File: src/rtl/ssm4_iter_unit.sv
// Iterative SM4 ssm4.ed/ssm4.ks unit; SSM4_ROUND_EN adds a full-word T-transform (round) mode.
// Latency: 1 cycle from acceptance for single-byte ops and traps, 4/LANES cycles for round ops.
// Backpressure: result held in DONE while rsp_ready is low; req_ready only in IDLE, or in DONE when rsp_ready is high.
module ssm4_iter_unit #(
  parameter int XLEN  = 32,
  parameter int LANES = 1
) (
  input  logic            g_clk,
  input  logic            g_rst,
  input  logic            req_valid,
  output logic            req_ready,
  input  logic            req_ed,
  input  logic            req_ks,
  input  logic            req_round,
  input  logic [1:0]      req_bs,
  input  logic [XLEN-1:0] req_rs1,
  input  logic [XLEN-1:0] req_rs2,
  output logic            rsp_valid,
  input  logic            rsp_ready,
  output logic [XLEN-1:0] rsp_rd,
  output logic            rsp_trap
);

  if (XLEN != 32 && XLEN != 64) begin : g_bad_xlen
    $error("ssm4_iter_unit: XLEN must be 32 or 64");
  end
`ifdef SSM4_ROUND_EN
  if (LANES != 1 && LANES != 2 && LANES != 4) begin : g_bad_lanes
    $error("ssm4_iter_unit: LANES must be 1, 2 or 4");
  end
`else
  if (LANES != 1) begin : g_bad_lanes
    $error("ssm4_iter_unit: LANES must be 1 without round mode");
  end
`endif

  localparam logic [0:255][7:0] SBOX = {
    8'hD6, 8'h90, 8'hE9, 8'hFE, 8'hCC, 8'hE1, 8'h3D, 8'hB7, 8'h16, 8'hB6, 8'h14, 8'hC2, 8'h28, 8'hFB, 8'h2C, 8'h05,
    8'h2B, 8'h67, 8'h9A, 8'h76, 8'h2A, 8'hBE, 8'h04, 8'hC3, 8'hAA, 8'h44, 8'h13, 8'h26, 8'h49, 8'h86, 8'h06, 8'h99,
    8'h9C, 8'h42, 8'h50, 8'hF4, 8'h91, 8'hEF, 8'h98, 8'h7A, 8'h33, 8'h54, 8'h0B, 8'h43, 8'hED, 8'hCF, 8'hAC, 8'h62,
    8'hE4, 8'hB3, 8'h1C, 8'hA9, 8'hC9, 8'h08, 8'hE8, 8'h95, 8'h80, 8'hDF, 8'h94, 8'hFA, 8'h75, 8'h8F, 8'h3F, 8'hA6,
    8'h47, 8'h07, 8'hA7, 8'hFC, 8'hF3, 8'h73, 8'h17, 8'hBA, 8'h83, 8'h59, 8'h3C, 8'h19, 8'hE6, 8'h85, 8'h4F, 8'hA8,
    8'h68, 8'h6B, 8'h81, 8'hB2, 8'h71, 8'h64, 8'hDA, 8'h8B, 8'hF8, 8'hEB, 8'h0F, 8'h4B, 8'h70, 8'h56, 8'h9D, 8'h35,
    8'h1E, 8'h24, 8'h0E, 8'h5E, 8'h63, 8'h58, 8'hD1, 8'hA2, 8'h25, 8'h22, 8'h7C, 8'h3B, 8'h01, 8'h21, 8'h78, 8'h87,
    8'hD4, 8'h00, 8'h46, 8'h57, 8'h9F, 8'hD3, 8'h27, 8'h52, 8'h4C, 8'h36, 8'h02, 8'hE7, 8'hA0, 8'hC4, 8'hC8, 8'h9E,
    8'hEA, 8'hBF, 8'h8A, 8'hD2, 8'h40, 8'hC7, 8'h38, 8'hB5, 8'hA3, 8'hF7, 8'hF2, 8'hCE, 8'hF9, 8'h61, 8'h15, 8'hA1,
    8'hE0, 8'hAE, 8'h5D, 8'hA4, 8'h9B, 8'h34, 8'h1A, 8'h55, 8'hAD, 8'h93, 8'h32, 8'h30, 8'hF5, 8'h8C, 8'hB1, 8'hE3,
    8'h1D, 8'hF6, 8'hE2, 8'h2E, 8'h82, 8'h66, 8'hCA, 8'h60, 8'hC0, 8'h29, 8'h23, 8'hAB, 8'h0D, 8'h53, 8'h4E, 8'h6F,
    8'hD5, 8'hDB, 8'h37, 8'h45, 8'hDE, 8'hFD, 8'h8E, 8'h2F, 8'h03, 8'hFF, 8'h6A, 8'h72, 8'h6D, 8'h6C, 8'h5B, 8'h51,
    8'h8D, 8'h1B, 8'hAF, 8'h92, 8'hBB, 8'hDD, 8'hBC, 8'h7F, 8'h11, 8'hD9, 8'h5C, 8'h41, 8'h1F, 8'h10, 8'h5A, 8'hD8,
    8'h0A, 8'hC1, 8'h31, 8'h88, 8'hA5, 8'hCD, 8'h7B, 8'hBD, 8'h2D, 8'h74, 8'hD0, 8'h12, 8'hB8, 8'hE5, 8'hB4, 8'hB0,
    8'h89, 8'h69, 8'h97, 8'h4A, 8'h0C, 8'h96, 8'h77, 8'h7E, 8'h65, 8'hB9, 8'hF1, 8'h09, 8'hC5, 8'h6E, 8'hC6, 8'h84,
    8'h18, 8'hF0, 8'h7D, 8'hEC, 8'h3A, 8'hDC, 8'h4D, 8'h20, 8'h79, 8'hEE, 8'h5F, 8'h3E, 8'hD7, 8'hCB, 8'h39, 8'h48
  };

  typedef enum logic [1:0] {IDLE, BUSY, DONE} state_t;

  function automatic logic [31:0] lin(input logic ks, input logic [7:0] s);
    logic [31:0] x;
    x = {24'd0, s};
    if (ks)
      lin = x ^ ((x & 32'h07) << 29) ^ ((x & 32'hFE) << 7) ^ ((x & 32'h01) << 23) ^ ((x & 32'hF8) << 13);
    else
      lin = x ^ (x << 8) ^ (x << 2) ^ (x << 18) ^ ((x & 32'h3F) << 26) ^ ((x & 32'hC0) << 10);
  endfunction

  function automatic logic [31:0] rotl_b(input logic [31:0] w, input logic [1:0] n);
    case (n)
      2'd0:    rotl_b = w;
      2'd1:    rotl_b = {w[23:0], w[31:24]};
      2'd2:    rotl_b = {w[15:0], w[31:16]};
      default: rotl_b = {w[7:0],  w[31:8]};
    endcase
  endfunction

  state_t      state_q, state_d;
  logic [31:0] rs1_q, rs2_q;
  logic        ks_q, trap_q;
  logic [1:0]  bs_q;
  logic        accept, last;
  logic        req_trap;
  logic [31:0] acc_d, rd32;
  logic [1:0]  idx;
  logic [XLEN-1:0] rd_ext;

  assign req_ready = !g_rst && (state_q == IDLE || (state_q == DONE && rsp_ready));
  assign accept    = req_valid && req_ready;
  assign rsp_valid = (state_q == DONE);

`ifdef SSM4_ROUND_EN
  logic        round_q;
  logic [2:0]  cnt_q;
  logic [31:0] acc_q;
  assign req_trap = (req_ed == req_ks);

  // Single-byte ops use lane 0 only; round ops sweep bytes cnt..cnt+LANES-1.
  always_comb begin
    acc_d = acc_q;
    idx   = bs_q;
    for (int l = 0; l < LANES; l++) begin
      idx = round_q ? (cnt_q[1:0] + 2'(l)) : bs_q;
      if (round_q || l == 0)
        acc_d = acc_d ^ rotl_b(lin(ks_q, SBOX[rs2_q[8*idx +: 8]]), idx);
    end
    last = round_q ? ((cnt_q + 3'(LANES)) == 3'd4) : 1'b1;
  end
`else
  assign req_trap = (req_ed == req_ks) || req_round;

  always_comb begin
    idx   = bs_q;
    acc_d = rotl_b(lin(ks_q, SBOX[rs2_q[8*idx +: 8]]), idx);
    last  = 1'b1;
  end
`endif

  assign rd32 = rs1_q ^ acc_d;

  if (XLEN == 64) begin : g_x64
    logic unused_hi;
    assign unused_hi = ^{req_rs1[XLEN-1:32], req_rs2[XLEN-1:32]};
    assign rd_ext    = {{32{rd32[31]}}, rd32};
  end else begin : g_x32
    assign rd_ext = rd32;
  end

  always_comb begin
    state_d = state_q;
    case (state_q)
      IDLE:    if (accept) state_d = BUSY;
      BUSY:    if (last) state_d = DONE;
      DONE:    if (rsp_ready) state_d = accept ? BUSY : IDLE;
      default: state_d = IDLE;
    endcase
  end

  always_ff @(posedge g_clk) begin
    if (g_rst) begin
      state_q  <= IDLE;
      rs1_q    <= '0;
      rs2_q    <= '0;
      ks_q     <= 1'b0;
      trap_q   <= 1'b0;
      bs_q     <= 2'd0;
      rsp_rd   <= '0;
      rsp_trap <= 1'b0;
`ifdef SSM4_ROUND_EN
      round_q  <= 1'b0;
      cnt_q    <= 3'd0;
      acc_q    <= '0;
`endif
    end else begin
      state_q <= state_d;
      if (accept) begin
        rs1_q  <= req_rs1[31:0];
        rs2_q  <= req_rs2[31:0];
        ks_q   <= req_ks;
        trap_q <= req_trap;
        bs_q   <= req_bs;
`ifdef SSM4_ROUND_EN
        // A trapping round request completes with single-byte latency.
        round_q <= req_round && !req_trap;
        cnt_q   <= 3'd0;
        acc_q   <= '0;
`endif
      end
      if (state_q == BUSY) begin
`ifdef SSM4_ROUND_EN
        acc_q <= acc_d;
        cnt_q <= cnt_q + 3'(LANES);
`endif
        if (last) begin
          rsp_rd   <= trap_q ? '0 : rd_ext;
          rsp_trap <= trap_q;
        end
      end
    end
  end

endmodule
File: config.mk
export PLATFORM = sky130hd
export DESIGN_NAME = ssm4_iter_unit
export DESIGN_NICKNAME = d
export VERILOG_FILES = /design/src/rtl/ssm4_iter_unit.sv
export SDC_FILE = /design/constraint.sdc
export NUM_CORES = 1
export LEC_CHECK = 0
export BUFFER_PORTS_ARGS = -buffer_cell sky130_fd_sc_hd__buf_4
export CAP_MARGIN = 20
export CORE_ASPECT_RATIO = 1.25
export CORE_MARGIN = 8
export CORE_UTILIZATION = 46
export CTS_BUF_LIST = sky130_fd_sc_hd__clkbuf_2
export CTS_CLUSTER_SIZE = 12
export DETAILED_ROUTE_END_ITERATION = 10
export PLACE_DENSITY = 0.65
export SYNTH_ARGS = -nofsm -noshare
export SYNTH_HDL_FRONTEND = slang
export SYNTH_SLANG_ARGS = --single-unit
export TNS_END_PERCENT = 100
File: constraint.sdc
create_clock -name g_clk -period 5.7 [get_ports g_clk]
set_clock_uncertainty 0.05 [all_clocks]
set_input_delay 0.285 -clock g_clk [delete_from_list [all_inputs] [get_ports g_clk]]
set_output_delay 0.285 -clock g_clk [all_outputs]
set_load 0.05 [all_outputs]
# Yosys cells after proc, flatten, opt, wreduce, memory -nomap -nowiden
# Memories as Yosys holds them, arrays and structs flattened.
# Index checks and enable logic that the tools add are counted.
# classes
multipliers,0
n_reduce_logical,9
n_eq_ne,7
bitwise,11
div,0
muxes,9
add_sub_neg,0
shifts,1
magnitude_cmp,1
# op_table
op,count
$pmux W32 S3,1
$mux W32,2
$shiftx A32 B6 Y8,1
$xor A26 B32 Y32,1
$xor A32 B15 Y32,1
$xor A32 B18 Y32,1
$xor A32 B21 Y32,1
$xor A32 B24 Y32,1
$xor A32 B32 Y32,1
$xor A8 B32 Y32,1
$xor A16 B26 Y26,1
$mux W8,2
$xor A16 B10 Y16,1
$xor A8 B16 Y16,1
$ge A9 B9 Y1 const B,1
$not A8 Y9,1
$pmux W2 S3,1
$eq A2 B1 Y1 const B,2
$eq A2 B2 Y1 const B,2
$logic_not A2 Y1,2
$mux W2,2
$logic_and A1 B1 Y1,3
$logic_or A1 B1 Y1,2
$ne A2 B1 Y1 const B,1
5 further kinds,5
# totals
output_inout_bits,35
mem_bits_rw,0
rom_bits,2048
mem_count,1
latch_bits,0
register_bits,103
wordCells,47
# mem_list
name,words,word_bits,read_ports,rd_clocked_by_memory_dff,wr,line_no,rtl
(name not given),256,8,1,0,0,112,"acc_d = rotl_b(lin(ks_q, SBOX[rs2_q[8*idx +: 8]]), idx);"

# Logic depth before layout (Yosys ltp)
# depth
depth_word,14
mapped_depth,18

# Worst setup path before layout
# OpenSTA, ideal clock, no wires.
# synth_timing
path_type,reg-to-reg
startpoint,register bs_q[0]
endpoint,register rsp_rd[28]
synth_period_minus_slack_ns,4.274
setup_time_ns,0.062
stages_incl_launch_ff,15
required_time_ns,5.588
path_slack_ns,1.426
path_buffers,3
t_arrival_ns,4.162
path_cell_list,dfxtp_1 > buf_6 > mux4_2 > buf_2 > clkbuf_1 > ha_1 > or2_2 > o221a_2 > a2111oi_0 > a211oi_1 > a32o_1 > or4_1 > a32oi_2 > mux2_2 > nand3_1
# synth_between
elab_chain_cells,14
elab_cells_between_ends,21
classes_between,2 x eq/ne; 1 x shift; 5 x mux; 11 x bitwise; 1 x reduce/logical; 1 x memory
# synth_lines
element,line_no,rtl
from (decl),79,logic [1:0] bs_q;
from (signal assigned),159,bs_q <= req_bs;
$shiftx A32 B6 Y8,112,
$not A8 Y9 (not written as such),112,
$mem_v2 Z256 W8,-,
$mux W8 (not written as such) (2 in series),112,
$xor A8 B16 Y16,64,lin = x ^ (x << 8) ^ (x << 2) ^ (x << 18) ^ ((x & 32'h3F) << 26) ^ ((x & 32'hC0) << 10);
$xor A16 B10 Y16,64,
$xor A16 B26 Y26,64,
$xor A26 B32 Y32,64,
$xor A32 B18 Y32,64,
$mux W32,61,if (ks)
$pmux W32 S3 *,68,case (n)
$xor A32 B32 Y32 *,117,assign rd32 = rs1_q ^ acc_d;
$mux W32 *,173,rsp_rd <= trap_q ? '0 : rd_ext;
to (signal assigned),173,
to (decl),20,"output logic [XLEN-1:0] rsp_rd,"
# Every way passes the cells marked *; elsewhere a longest branch is shown, timed or not. The select of a mux whose other input is x is not followed.
# A chain may end at the register's enable or synchronous reset.

# Final worst setup path
# layout_timing
startpoint,register bs_q[0]
endpoint,register rsp_rd[22]
# The elaborated chain is that of the path after synthesis.

==> metrics <==
Post-Synthesis Net Count between 1000 and 1500; fraction of layout instances using a drive strength above 1 0.172; cell area power density roughly 210 mW/mm^2; Req. time, crit path 6.18 ns; clock group share of total power 0.164; family with the most delay on the worst path compound AO/OA/AOI/OAI gates; # Post-CTS Setup Buffers 0; insertion delay of the later-clocked pin in the worst-skew pair between 0.6 and 0.7 ns; count of hold buffers inserted by post-cts repair 70; vias in the first global route around 12000; total via count in the routed design 12000; Setup WS post-layout approximately 0.33 ns; placed cell area between 0.01 and 0.015 sq mm; nets 1548; number of cell rows around 60; cell mode on critical path sky130_fd_sc_hd__inv_1; clock transition at the registers of the reported paths 0.35 ns; Global Route Usage Sum 0.363; combinational family with the most area after synthesis compound AO/OA/AOI/OAI gates; Avg Vias per Cell 6.88; Final Setup Violations 0; Max Root-Sink Buffers 2; top cell type by total area after synthesis sky130_fd_sc_hd__dfxtp_1; Fill cells 1971; number of slew-limit violations in the final report 0; DRC violations left 0; initial antenna violation count 3; Internal Pwr Total between 1000 and 1500 uW; Area contributors post-synth sky130_fd_sc_hd__dfxtp_1 21%, sky130_fd_sc_hd__nand2_1 8.9%, sky130_fd_sc_hd__a21oi_1 6.3%; initial DRC count around 2000; CP peak stage delay 0.80 ns; net switching power of the design approximately 1100 uW; Buffers on Ports roughly 110; capturing element type of the critical path register; commonest register cell after synthesis sky130_fd_sc_hd__dfxtp_1; remaining antenna violation count after routing 0; final setup TNS 0 ns; outcome finished clean; Max transition margin 0.335; Max stage delay cell, worst path sky130_fd_sc_hd__o311ai_0; router iterations before antenna repair 6; arrival time at the worst endpoint 5.85 ns; Logic pwr share 0.502; cts repair resizes 0; global-route wire length before repair ~72 mm; floorplan core area slightly above 0.02 sq mm; area fraction in compound gates after synthesis 0.339; routability congestion estimate from global placement about 1.1; static leakage 0.00434 uW; sinks on the clock net between 100 and 150; kind of start point of the critical path register; register area share after synthesis 0.213; CTS Root Cell sky130_fd_sc_hd__clkbuf_2; number of failing hold endpoints at the final stage 0; Placement Setup Slack around 0.63 ns; clock tree from TritonCTS done; starting density of the core 0.466; Yosys reg bits about 100; Post-Syn Area per Cell a little over 7 sq um; post-synthesis xor/xnor area fraction 0.0144; largest net degree at the start of global routing 75; x dimension of the die ~150 um; number of enable-type register cells in the synthesized netlist 0; Synth top cells by count 228 x sky130_fd_sc_hd__nand2_1, 121 x sky130_fd_sc_hd__a21oi_1, 103 x sky130_fd_sc_hd__dfxtp_1, 89 x sky130_fd_sc_hd__clkbuf_1, 64 x sky130_fd_sc_hd__nor2_1; final std cell area, no fill between 0.01 and 0.015 sq mm; number of buffers inserted during clock tree synthesis 9; Fmax 186 MHz; worst-margin pin slew between 0.9 and 1 ns; relative area change from synthesis to final layout 19.6%; Syn Inst Count between 1000 and 1500; Distinct cells, synth 98; critical-path maximum fanout 13; Synth Area in Adders 0.0181; H-tree depth reported by CTS 3; post-synthesis simple-gate area fraction 0.261; placed wire-length estimate after detailed placement 33.1 mm; fraction of registers with async set or reset after synthesis 0; worst path cell trace mux4_2 -> inv_1 -> ha_1 -> inv_1 -> nand2_1 -> a21oi_1 -> o311ai_0 -> a32oi_1 -> buf_4 -> or3_1 -> a221o_1 -> and3_1 -> a211o_1; WL final 48.4 mm; post-synth top area share 0.213; reg-to-reg slack, setup about 0.33 ns; Buf+Inv Stages, Crit Path 3; RSZ-0062 raised after global routing false; die height 178 um; leftover overflow at the end of global routing 0; switching portion of total power 0.453; portion of total power attributed to sequential cells 0.334; Synth warnings 0; start-to-end type of the worst setup path reg2reg; worst min-delay path class in2reg; synthesized cell area 0.00967 sq mm; # IOs 108; most common cell in the netlist sky130_fd_sc_hd__nand2_1; shortest clock period the worst path allows after layout about 5.4 ns; max_cap viols 0; Max VDD drop about 0.19 mV; share of synthesized area spent on multiplexers 0.0757; die area ~0.026 sq mm; routed length per placed instance 27.7 um; final cycle utilization of the critical path 0.942
worst paths after layout:
check,from,to,depth (start not counted)
setup / recovery,bs_q[0],rsp_rd[22],13
hold / removal,g_rst,rs2_q[28],2
setup reg to reg,bs_q[0],rsp_rd[22],13
hold reg to reg,rs2_q[15],rs2_q[15],2
through the flow:
| step | hold slack [ns] | power [uW] | utilization | instances |
|---|---|---|---|---|
| 6_report | 0.158 | 2420 | 0.557 | 1744 |
| 5_1_grt | 0.125 | 2520 | 0.557 | 1744 |
| 4_1_cts | 0.143 | 2370 | 0.556 | 1739 |
| 3_5_place_dp | 0.399 | 1940 | 0.516 | 1653 |
| 3_3_place_gp | 0.394 | 1940 | 0.516 | 1653 |
| 2_1_floorplan | 0.371 | 1560 | - | 1346 |
cells in the final DEF (no fill, tap or decap), types with 20 or more instances in the layout:
cell,synthesis,layout
sky130_fd_sc_hd__o211ai_1,20,20
sky130_fd_sc_hd__mux2i_1,39,39
sky130_fd_sc_hd__nor3_1,37,36
sky130_fd_sc_hd__buf_4,6,170
sky130_fd_sc_hd__nand2_1,228,227
sky130_fd_sc_hd__a211oi_1,23,23
sky130_fd_sc_hd__o21ai_0,44,44
sky130_fd_sc_hd__a21oi_1,121,121
sky130_fd_sc_hd__o22ai_1,20,20
sky130_fd_sc_hd__dfxtp_1,103,101
sky130_fd_sc_hd__nor2_1,64,64
sky130_fd_sc_hd__nand3_1,50,50
sky130_fd_sc_hd__inv_1,20,20
sky130_fd_sc_hd__nand2b_1,23,23
sky130_fd_sc_hd__dlygate4sd3_1,0,70
sky130_fd_sc_hd__or3_1,23,23
cell type report:
class / instances / area, sq um / area share
multi-input combinational: 1079 / 6860 / 0.593
sequential: 103 / 2060 / 0.179
timing repair buffer: 244 / 2060 / 0.178
tap: 274 / 343 / 0.0297
inverter: 24 / 91.3 / 0.00790
clock inverter: 6 / 86.3 / 0.00747
clock buffer: 10 / 50.0 / 0.00433
antenna: 4 / 10.0 / 0.000866
flip-flops by register name (all words and copies together) (netlist names):
register  count
rs1_q        32
rs2_q        32
rsp_rd       32
bs_q          2
state_q       2
ks_q          1
rsp_trap      1
trap_q        1
per-layer routing:
layer,track usage,wire length [um],up-vias
met3,0.0772,4170,258
met2,0.611,22700,789
met4,0.295,4410,0
met5,0,0,-
li1,-,-,5285
met1,0.393,17100,5670
power groups by stage:
stage	clock network [uW]	registers, uW	logic (uW)
after floorplan	0	880	681
after global placement	0	819	1130
after detailed placement	0	819	1120
after CTS	405	807	1160
after global routing	428	815	1280
final	398	808	1220
kinds of logic (layout without fill, tap and decap cells):
logic type | Yosys count | after routing
fa+ha+maj | 14 | 14
other cells | 0 | 4
simple gates | 528 | 528
xor+xnor | 15 | 15
flops | 103 | 103
compound gates | 460 | 460
buf+inv | 164 | 284
mux | 62 | 62
Power figures use the tool's default switching activity.
